[src/rtl/multdiv_ctrl_pkg.sv]
// Shared types and constants for the multiply/divide sequencer.
package multdiv_ctrl_pkg;

   typedef enum logic [1:0] {
      StIdle  = 2'd0,
      StStart = 2'd1,
      StBusy  = 2'd2,
      StWb    = 2'd3
   } state_e;

   localparam logic [4:0]  RSTATUS_REG = 5'd30;
   localparam logic [31:0] EXC_MULT    = 32'd4;
   localparam logic [31:0] EXC_DIV     = 32'd5;

endpackage

[src/rtl/multdiv_ctrl_if.sv]
// Handshake between the sequencer (master) and the multdiv unit (slave).
interface multdiv_ctrl_if;

   logic        ctrl_mult;
   logic        ctrl_div;
   logic [31:0] md_a;
   logic [31:0] md_b;
   logic        md_ready;
   logic [31:0] md_result;
   logic        md_exception;

   modport master (
      output ctrl_mult, ctrl_div, md_a, md_b,
      input  md_ready, md_result, md_exception
   );

   modport slave (
      input  ctrl_mult, ctrl_div, md_a, md_b,
      output md_ready, md_result, md_exception
   );

endinterface

[src/rtl/multdiv_timeout_counter.sv]
// Busy-cycle counter; tc flags the last cycle allowed before abandoning the op.
module multdiv_timeout_counter #(
   parameter int unsigned CNT_W          = 7,
   parameter int unsigned TIMEOUT_CYCLES = 64
) (
   input  logic clk,
   input  logic reset,
   input  logic clear,
   input  logic en,
   output logic tc
);

   logic [CNT_W-1:0] cnt_q;

   always_ff @(posedge clk) begin
      if (!reset) begin
         cnt_q <= '0;
      end else if (clear) begin
         cnt_q <= '0;
      end else if (en) begin
         cnt_q <= cnt_q + CNT_W'(1);
      end
   end

   assign tc = (cnt_q == CNT_W'(TIMEOUT_CYCLES - 1));

endmodule

[src/rtl/multdiv_ctrl.sv]
// Captures mult/div from DX, sequences the multdiv unit, stalls the front end
// and arbitrates the unit's writeback against the MW stage.
module multdiv_ctrl
   import multdiv_ctrl_pkg::*;
#(
   parameter int unsigned TIMEOUT_CYCLES = 64,
   parameter int unsigned CNT_W          = 7
) (
   input  logic                 clk,
   input  logic                 reset,
   input  logic                 dx_mult,
   input  logic                 dx_div,
   input  logic [31:0]          dx_a,
   input  logic [31:0]          dx_b,
   input  logic [4:0]           dx_rd,
   input  logic                 mw_wb_en,
   multdiv_ctrl_if.master       md,
   output logic                 dx_nop,
   output logic                 stall,
   output logic                 busy,
   output logic                 wb_en,
   output logic [4:0]           wb_rd,
   output logic [31:0]          wb_data,
   output logic                 timeout_err
);

   state_e state_q, state_d;

   logic [31:0] a_q, b_q, result_q;
   logic [4:0]  rd_q;
   logic        div_q, exc_q, timeout_err_q;
   logic        capture, md_done, tc, timeout_hit, wb_req;

   assign capture     = (state_q == StIdle) && (dx_mult || dx_div);
   // md_ready only counts while BUSY; a pulse during START or IDLE is dropped.
   assign md_done     = (state_q == StBusy) && md.md_ready;
   assign timeout_hit = (state_q == StBusy) && tc && !md.md_ready;
   // A clean result targeting r0 needs no write; exceptions always go to rstatus.
   assign wb_req      = exc_q || (rd_q != 5'd0);

   multdiv_timeout_counter #(
      .CNT_W          (CNT_W),
      .TIMEOUT_CYCLES (TIMEOUT_CYCLES)
   ) u_timeout_counter (
      .clk   (clk),
      .reset (reset),
      .clear (state_q == StStart),
      .en    (state_q == StBusy),
      .tc    (tc)
   );

   always_ff @(posedge clk) begin
      if (!reset) begin
         state_q <= StIdle;
      end else begin
         state_q <= state_d;
      end
   end

   always_comb begin
      state_d = state_q;
      unique case (state_q)
         StIdle:  if (capture) state_d = StStart;
         StStart: state_d = StBusy;
         StBusy: begin
            if (md_done) begin
               state_d = StWb;
            end else if (timeout_hit) begin
               state_d = StIdle;
            end
         end
         StWb: begin
            if (!wb_req || !mw_wb_en) state_d = StIdle;
         end
         default: state_d = StIdle;
      endcase
   end

   always_comb begin
      dx_nop       = capture;
      busy         = (state_q != StIdle);
      stall        = busy;
      md.ctrl_mult = (state_q == StStart) && !div_q;
      md.ctrl_div  = (state_q == StStart) && div_q;
      md.md_a      = a_q;
      md.md_b      = b_q;
      wb_en        = 1'b0;
      wb_rd        = 5'd0;
      wb_data      = 32'd0;
      timeout_err  = timeout_err_q;
      if (state_q == StWb) begin
         wb_en = wb_req && !mw_wb_en;
         if (exc_q) begin
            wb_rd   = RSTATUS_REG;
            wb_data = div_q ? EXC_DIV : EXC_MULT;
         end else begin
            wb_rd   = rd_q;
            wb_data = result_q;
         end
      end
   end

   always_ff @(posedge clk) begin
      if (!reset) begin
         a_q           <= 32'd0;
         b_q           <= 32'd0;
         rd_q          <= 5'd0;
         div_q         <= 1'b0;
         result_q      <= 32'd0;
         exc_q         <= 1'b0;
         timeout_err_q <= 1'b0;
      end else begin
         if (capture) begin
            a_q   <= dx_a;
            b_q   <= dx_b;
            rd_q  <= dx_rd;
            // Both strobes high is illegal; mult takes precedence.
            div_q <= dx_div && !dx_mult;
         end
         if (md_done) begin
            result_q <= md.md_result;
            exc_q    <= md.md_exception;
         end
         if (timeout_hit) timeout_err_q <= 1'b1;
      end
   end

endmodule
[src/flat_wrapper.sv]
// flat-port wrapper written by rule: the top's interface ports become plain ports
module multdiv_ctrl_flat import multdiv_ctrl_pkg::*;
#(
   parameter int unsigned TIMEOUT_CYCLES = 64,
   parameter int unsigned CNT_W          = 7
)
  (clk, reset, dx_mult, dx_div, dx_a, dx_b, dx_rd, mw_wb_en, dx_nop, stall, busy, wb_en, wb_rd, wb_data, timeout_err, md_ctrl_mult, md_ctrl_div, md_md_a, md_md_b, md_md_ready, md_md_result, md_md_exception);
  multdiv_ctrl_if md_i ();
  input  logic clk;
  input  logic reset;
  input  logic dx_mult;
  input  logic dx_div;
  input  logic [31:0] dx_a;
  input  logic [31:0] dx_b;
  input  logic [4:0] dx_rd;
  input  logic mw_wb_en;
  output logic dx_nop;
  output logic stall;
  output logic busy;
  output logic wb_en;
  output logic [4:0] wb_rd;
  output logic [31:0] wb_data;
  output logic timeout_err;
  output wire logic [$bits(md_i.ctrl_mult)-1:0] md_ctrl_mult;
  output wire logic [$bits(md_i.ctrl_div)-1:0] md_ctrl_div;
  output wire logic [$bits(md_i.md_a)-1:0] md_md_a;
  output wire logic [$bits(md_i.md_b)-1:0] md_md_b;
  input wire logic [$bits(md_i.md_ready)-1:0] md_md_ready;
  input wire logic [$bits(md_i.md_result)-1:0] md_md_result;
  input wire logic [$bits(md_i.md_exception)-1:0] md_md_exception;
  assign md_ctrl_mult = md_i.ctrl_mult;
  assign md_ctrl_div = md_i.ctrl_div;
  assign md_md_a = md_i.md_a;
  assign md_md_b = md_i.md_b;
  assign md_i.md_ready = md_md_ready;
  assign md_i.md_result = md_md_result;
  assign md_i.md_exception = md_md_exception;
  multdiv_ctrl #(.TIMEOUT_CYCLES(TIMEOUT_CYCLES), .CNT_W(CNT_W)) u_core (.clk(clk), .reset(reset), .dx_mult(dx_mult), .dx_div(dx_div), .dx_a(dx_a), .dx_b(dx_b), .dx_rd(dx_rd), .mw_wb_en(mw_wb_en), .md(md_i), .dx_nop(dx_nop), .stall(stall), .busy(busy), .wb_en(wb_en), .wb_rd(wb_rd), .wb_data(wb_data), .timeout_err(timeout_err));
endmodule
[config.mk]
export PLATFORM = sky130hd
export DESIGN_NAME = multdiv_ctrl_flat
export DESIGN_NICKNAME = d
export VERILOG_FILES = /design/src/rtl/multdiv_ctrl_pkg.sv /design/src/rtl/multdiv_ctrl_if.sv /design/src/rtl/multdiv_timeout_counter.sv /design/src/rtl/multdiv_ctrl.sv /design/src/flat_wrapper.sv
export SDC_FILE = /design/constraint.sdc
export NUM_CORES = 1
export LEC_CHECK = 0
export BUFFER_PORTS_ARGS = -buffer_cell sky130_fd_sc_hd__buf_2
export CORE_UTILIZATION = 45
export DETAILED_ROUTE_END_ITERATION = 6
export GPL_ROUTABILITY_DRIVEN = 0
export PLACE_DENSITY = 0.87
export SLEW_MARGIN = 0
export SYNTH_ARGS = -nofsm -noshare
export SYNTH_HDL_FRONTEND = slang
export SYNTH_HIERARCHICAL = 1
export SYNTH_SLANG_ARGS = --single-unit
[constraint.sdc]
create_clock -name clk -period 1.8 [get_ports clk]
set_input_delay 0.09 -clock clk [delete_from_list [all_inputs] [get_ports clk]]
set_output_delay 0.09 -clock clk [all_outputs]
set_load 0.005 [all_outputs]
---- Yosys cells after proc, flatten, opt, wreduce, memory -nomap -nowiden ----
Index checks and enable logic that the tools add are counted.
W data, S select, Z words.
storage, ports and cells
  register bits ........................... 113
  output and inout port bits .............. 108
  word-level logic and storage cells ...... 50
operators by class
  add/sub/neg operators ................... 1
  equality and inequality tests ........... 7
  muxes and demuxes ....................... 11
  bitwise gates (word level) .............. 1
  reductions and logical operators ........ 21
operator list
  kind                   number
  $mux W32               2
  $mux W5                2
  $logic_and A1 B1 Y1    8
  $mux W2                4
  $pmux W2 S4            1
  $add A7 B1 Y7 const B  1
  $eq A7 B6 Y1 const B   1
  $logic_not A1 Y1       5
  $reduce_bool A5 Y1     1
  $eq A2 B2 Y1 const B   2
  $logic_or A1 B1 Y1     3
  $ne A3 B1 Y1 const B   1
  $reduce_and A3 Y1      1
  $eq A2 B1 Y1 const B   1
  $logic_not A2 Y1       1
  $mux W1                2
  $ne A2 B1 Y1 const B   1
  $ne A2 B2 Y1 const B   1
  $reduce_bool A2 Y1     1
  $reduce_or A2 Y1       1
  $not A1 Y1             1

---- Logic depth before layout (Yosys ltp) ----
  depth after elaboration ................. 6
  mapped depth ............................ 6
  mapped depth without buffers ............ 6

---- Hierarchy ----
The synthesis kept the hierarchy.
by module, submodules not included
  module                   instances  cells an instance  area an instance (um^2)
  multdiv_ctrl             1          539                4250.3
  multdiv_timeout_counter  1          33                 306.5

---- Worst setup path after synthesis ----
OpenSTA, ideal clock, no wires.
  path kind ............................... reg-to-reg
  from .................................... register u_core.state_q[1]
  to ...................................... register u_core.u_timeout_counter.cnt_q[5]
  setup time .............................. 0.070 ns
  data arrival time ....................... 1.320 ns
  data required time ...................... 1.730 ns
  slack ................................... 0.410 ns
  stages on the path, launching flop included .. 7
  path buffers ............................ 2
  clock period less this slack ............ 1.390 ns
  cells stage by stage .................... dfxtp_1 buf_4 nor2b_1 buf_4 nand4_2 or3_1 a21oi_1
between the ends
  word-level cells in the longest chain between the ends .. 2
  elaborated cells on any way between the ends .. 3
ends and longest elaborated chain
  element                            line                           source
  from (decl)                        multdiv_ctrl.sv:27             state_e state_q, state_d;
  from (signal assigned)             multdiv_ctrl.sv:54             state_q <= StIdle;
  from (signal assigned)             multdiv_ctrl.sv:56             state_q <= state_d;
  $eq A2 B1 Y1                       multdiv_ctrl.sv:47             .clear (state_q == StStart),
  $reduce_or A2 Y1 (no source line)  --
  to (signal assigned)               multdiv_timeout_counter.sv:21  cnt_q <= cnt_q + CNT_W'(1);
  to (decl)                          multdiv_timeout_counter.sv:13  logic [CNT_W-1:0] cnt_q;
Several ways; a longest one is shown, not always the timed one.
A chain may end at the register's enable or synchronous reset.

---- Worst setup path in the final report ----
  from .................................... register u_core.rd_q[1]
  to ...................................... output port wb_en
between the ends
  word-level cells in the longest chain between the ends .. 4
ends and longest elaborated chain
  element                 line                 source
  from (decl)             multdiv_ctrl.sv:30   logic [4:0] rd_q;
  from (signal assigned)  multdiv_ctrl.sv:116  rd_q <= dx_rd;
  $reduce_bool A5 Y1      multdiv_ctrl.sv:39   assign wb_req = exc_q || (rd_q != 5'd0);
  $logic_or A1 B1 Y1      multdiv_ctrl.sv:39
  $logic_and A1 B1 Y1     multdiv_ctrl.sv:92   wb_en = wb_req && !mw_wb_en;
  $mux W1                 multdiv_ctrl.sv:91   if (state_q == StWb) begin
  to (decl)               flat_wrapper.sv:20   output logic wb_en;
Every way passes these cells.

==> flow_summary.yaml <==
cts:
  clock_latency_ps: 500
  cts_root_buf: "clkbuf_8"
  cts_buffers: 17
  clk_pin_slew_ps: 60
  cts_sinks: 113
  tritoncts: "done"
  htreeDepth: 4
  cts_buffer_depth: 2
yosys:
  synthTopCellsByArea: "dfxtp_1 50%, a21oi_1 12%, o21ai_0 7.8%"
  synth.top_cell.area_share: 0.496
  syn_nets: 681
  syn_area_per_cell_sq_um: 7.97
  ys_seq_area_frac: 0.496
  synth_seq_cells: 113
  synth.cell_area_sq_um: 4560
  synth.distinct_cells: 37
  yosysTopAreaCell: "dfxtp_1"
  yosys_warnings: 6
  syn_inst: 572
worst_setup_path:
  slowest_delay_ps: 520
  start_kind: "flip-flop"
  critPathArrivalTime_ps: 1690
  regToRegSetupSlack_ps: 250
  crit_slowest_cell: "or4_4"
  reg2reg_to: "u_core/state_q[1]$_SDFFE_PN0P_"
  path_cells: "or4_4, nor3_4, nor3_2, buf_2"
  reg2regPathDepth: 6
  worstPathRequired_ps: 1710
  cp-end-kind: "output port"
  timing.rr.start: "u_core/u_timeout_counter/cnt_q[0]$_SDFFE_PP0P_"
  critPathKind: "reg -> out"
  cp_max_fo: 3
sta:
  finClkSkew_ps: 7.27
  relSlewSlack: 0.719
  fin_crit_ps: 1780
  rsz0062_at_grt: "true"
  hold_viol: 0
  setup_viol: 0
  max_freq_mhz: 563
  fin_tns_setup_ps: 0
  final.period_utilization: 0.987
  tightest_slew_ps: 421
  setup_slack_ps: 22.9
  maxSlewViolCount: 0
grt:
  grt_max_degree: 57
  first_global_vias: 5270
  grt_overflow: 0
  grt_pass1_wl_mm: 25.4
  antenna_found_initial: 0
  grtUsageTotal: 0.314
floorplan:
  core_area_sq_um: 9770
  start_util: 0.466
  num_rows: 36
  die_h_microns: 103
  dieArea_sq_um: 10500
  io_pins: 216
  die_w_microns: 103
routing:
  m1WireLength_mm: 6.69
  wl_met3_mm: 1.59
  wl_met2_mm: 9.15
  drt-total-wl_mm: 18.1
  vias_per_cell: 5.48
  wl_per_cell_microns: 17.6
  top_layer: "met4"
  initialDrtViolationCount: 446
  vias: 5632
  ant_nets: 0
  firstDrtPassIters: 5
  drc: 0
power_and_ir_drop:
  p_int_mw: 5.53
  clockPowerShare: 0.416
  seqPwrFrac: 0.371
  leakagePower_nw: 3.41
  switchingPower_mw: 2.31
  combPwrFrac: 0.213
  p_per_area_nw_per_um2: 1010
  p_sw_frac: 0.294
  max-vdd-ir-drop_uv: 772
cells_and_area:
  design_area_sq_um: 7760
  antennaDiodeCount: 0
  fin_cells: 1028
  drive_above_1_share: 0.354
  fillers: 610
  nets: 991
  post-route-util: 0.794
  synthToLayoutAreaGrowth_pct: 70.3
worst_hold_path:
  whs_path_depth: 4
  min-delay-start: "md_md_result[29]"
  min_to: "u_core/result_q[29]$_SDFFE_PN0P_"
  holdCritPathClass: "in -> reg"
placed_design:
  placed_cell_area_sq_um: 5710
  placed_cells: 883
  place_ws_ps: 317
  dp_hpwl_mm: 8.35
  io_buffers: 215
run:
  drv_cap: 0
status:
  outcome: "finished clean"
worst max-delay path by stage:
stage / cells past startpoint / slack [ps] / to / from
6_report: 4 / 20 / wb_en / u_core/rd_q[1]$_SDFFE_PN0P_
3_5_place_dp: 6 / 320 / u_core/state_q[1]$_SDFFE_PN0P_ / u_core/u_timeout_counter/cnt_q[0]$_SDFFE_PP0P_
2_1_floorplan: 6 / 410 / u_core/u_timeout_counter/cnt_q[5]$_SDFFE_PP0P_ / u_core/state_q[1]$_SDFFE_PN0P_
3_3_place_gp: 6 / 360 / u_core/state_q[1]$_SDFFE_PN0P_ / u_core/u_timeout_counter/cnt_q[0]$_SDFFE_PP0P_
4_1_cts: 4 / 2 / wb_en / u_core/rd_q[1]$_SDFFE_PN0P_
5_1_grt: 4 / -70 / wb_en / u_core/rd_q[1]$_SDFFE_PN0P_
synth_stat cells:
library cell	instances
inv_1	3
o21ai_0	71
a211oi_1	1
mux2i_1	3
nand4_2	1
nor3b_1	1
or3_1	2
o21ai_1	1
a21oi_1	105
nand2b_1	1
buf_1	5
or2_2	1
o221ai_2	1
nor2_1	20
nor3_1	1
nor2b_1	3
a31oi_1	1
nand3b_1	1
nand4_1	3
inv_2	1
clkbuf_1	33
buf_2	9
ha_1	1
dfxtp_1	113
clkbuf_2	3
nor2_4	1
buf_4	4
xor2_1	3
xnor2_1	1
or4_4	1
nand2_1	71
o32ai_1	1
and2_1	32
buf_6	1
nand3_1	70
and3b_1	1
nor3_4	1
critical path, delay by kind of cell, from the launching register on:
family	cells	cell delay, ps
buffers and inverters	1	130
and+or+nand+nor	3	740
DFF	1	330
area by class of cell:
type	count	area (sq um)	area share
Clock buffer	18	428	0.0551
Clock inverter	14	155	0.0200
Inverter	4	16.3	0.00210
Multi-Input combinational cell	400	2140	0.276
Sequential cell	113	2270	0.292
Tap cell	133	166	0.0214
Timing Repair Buffer	346	2580	0.333
power groups by stage:
stage	Clock, mW	Sequential (mW)	Combinational [mW]
floorplan	0	2.92	0.786
global placement	0	2.92	1.27
detailed placement	0	2.93	1.29
CTS	3.30	2.88	1.49
global route	3.41	2.93	1.80
finish	3.26	2.91	1.67
layout by cell type, fill, tap and decap left out, types with 3 or more instances in the layout:
cell / instances
nand2_1: 70
buf_4: 17
nand4_1: 3
nand3_1: 70
inv_1: 3
buf_6: 32
a21oi_1: 105
o21ai_0: 71
dfxtp_1: 110
inv_6: 4
xor2_1: 3
nor2_1: 18
mux2i_1: 3
nor2_4: 3
buf_2: 185
clkbuf_16: 18
dlygate4sd3_1: 107
clkinvlp_4: 5
and2_4: 31
per-stage QoR:
stage,total power [mW],hold WS [ps]
after floorplan,3.71,187
after global placement,4.18,331
after detailed placement,4.22,337
after CTS,7.67,343
after global routing,8.13,396
final,7.83,386
routing by layer:
layer  vias to the layer above  global-route usage
li1                       2582                   -
met1                      2614               0.357
met2                       371               0.545
met3                        65              0.0868
met4                         0               0.143
met5                         -                   0
sequential cells by signal (all words and copies together) (netlist names):
name,count
u_core/div_q,1
u_core/exc_q,1
u_core/md.md_a,32
u_core/md.md_b,32
u_core/rd_q,5
u_core/result_q,32
u_core/state_q,2
u_core/timeout_err,1
u_core/u_timeout_counter/cnt_q,7
kinds of logic (layout without fill, tap and decap cells):
| family | Yosys count | count (layout) | synth area share |
|---|---|---|---|
| AND/OR/NAND/NOR | 211 | 211 | 0.227 |
| AO/OA/AOI/OAI | 181 | 181 | 0.203 |
| adder cells (fa/ha/maj) | 1 | 1 | 0.00275 |
| XOR/XNOR | 4 | 4 | 0.00769 |
| buffers and inverters | 59 | 382 | 0.0568 |
| multiplexers | 3 | 3 | 0.00659 |
| flip-flops | 113 | 113 | 0.496 |
what timing repair did:
action / in CTS / in global routing
gates resized for setup: 3 / 76
buffers inserted: 1 / 2
cloned: 0 / 3
endpoints found under the setup margin: 33 / 34
hold endpoints to repair: 106 / 0
hold buffers: 107 / 0
pin swaps: 0 / 30
Power figures use the tool's default switching activity.
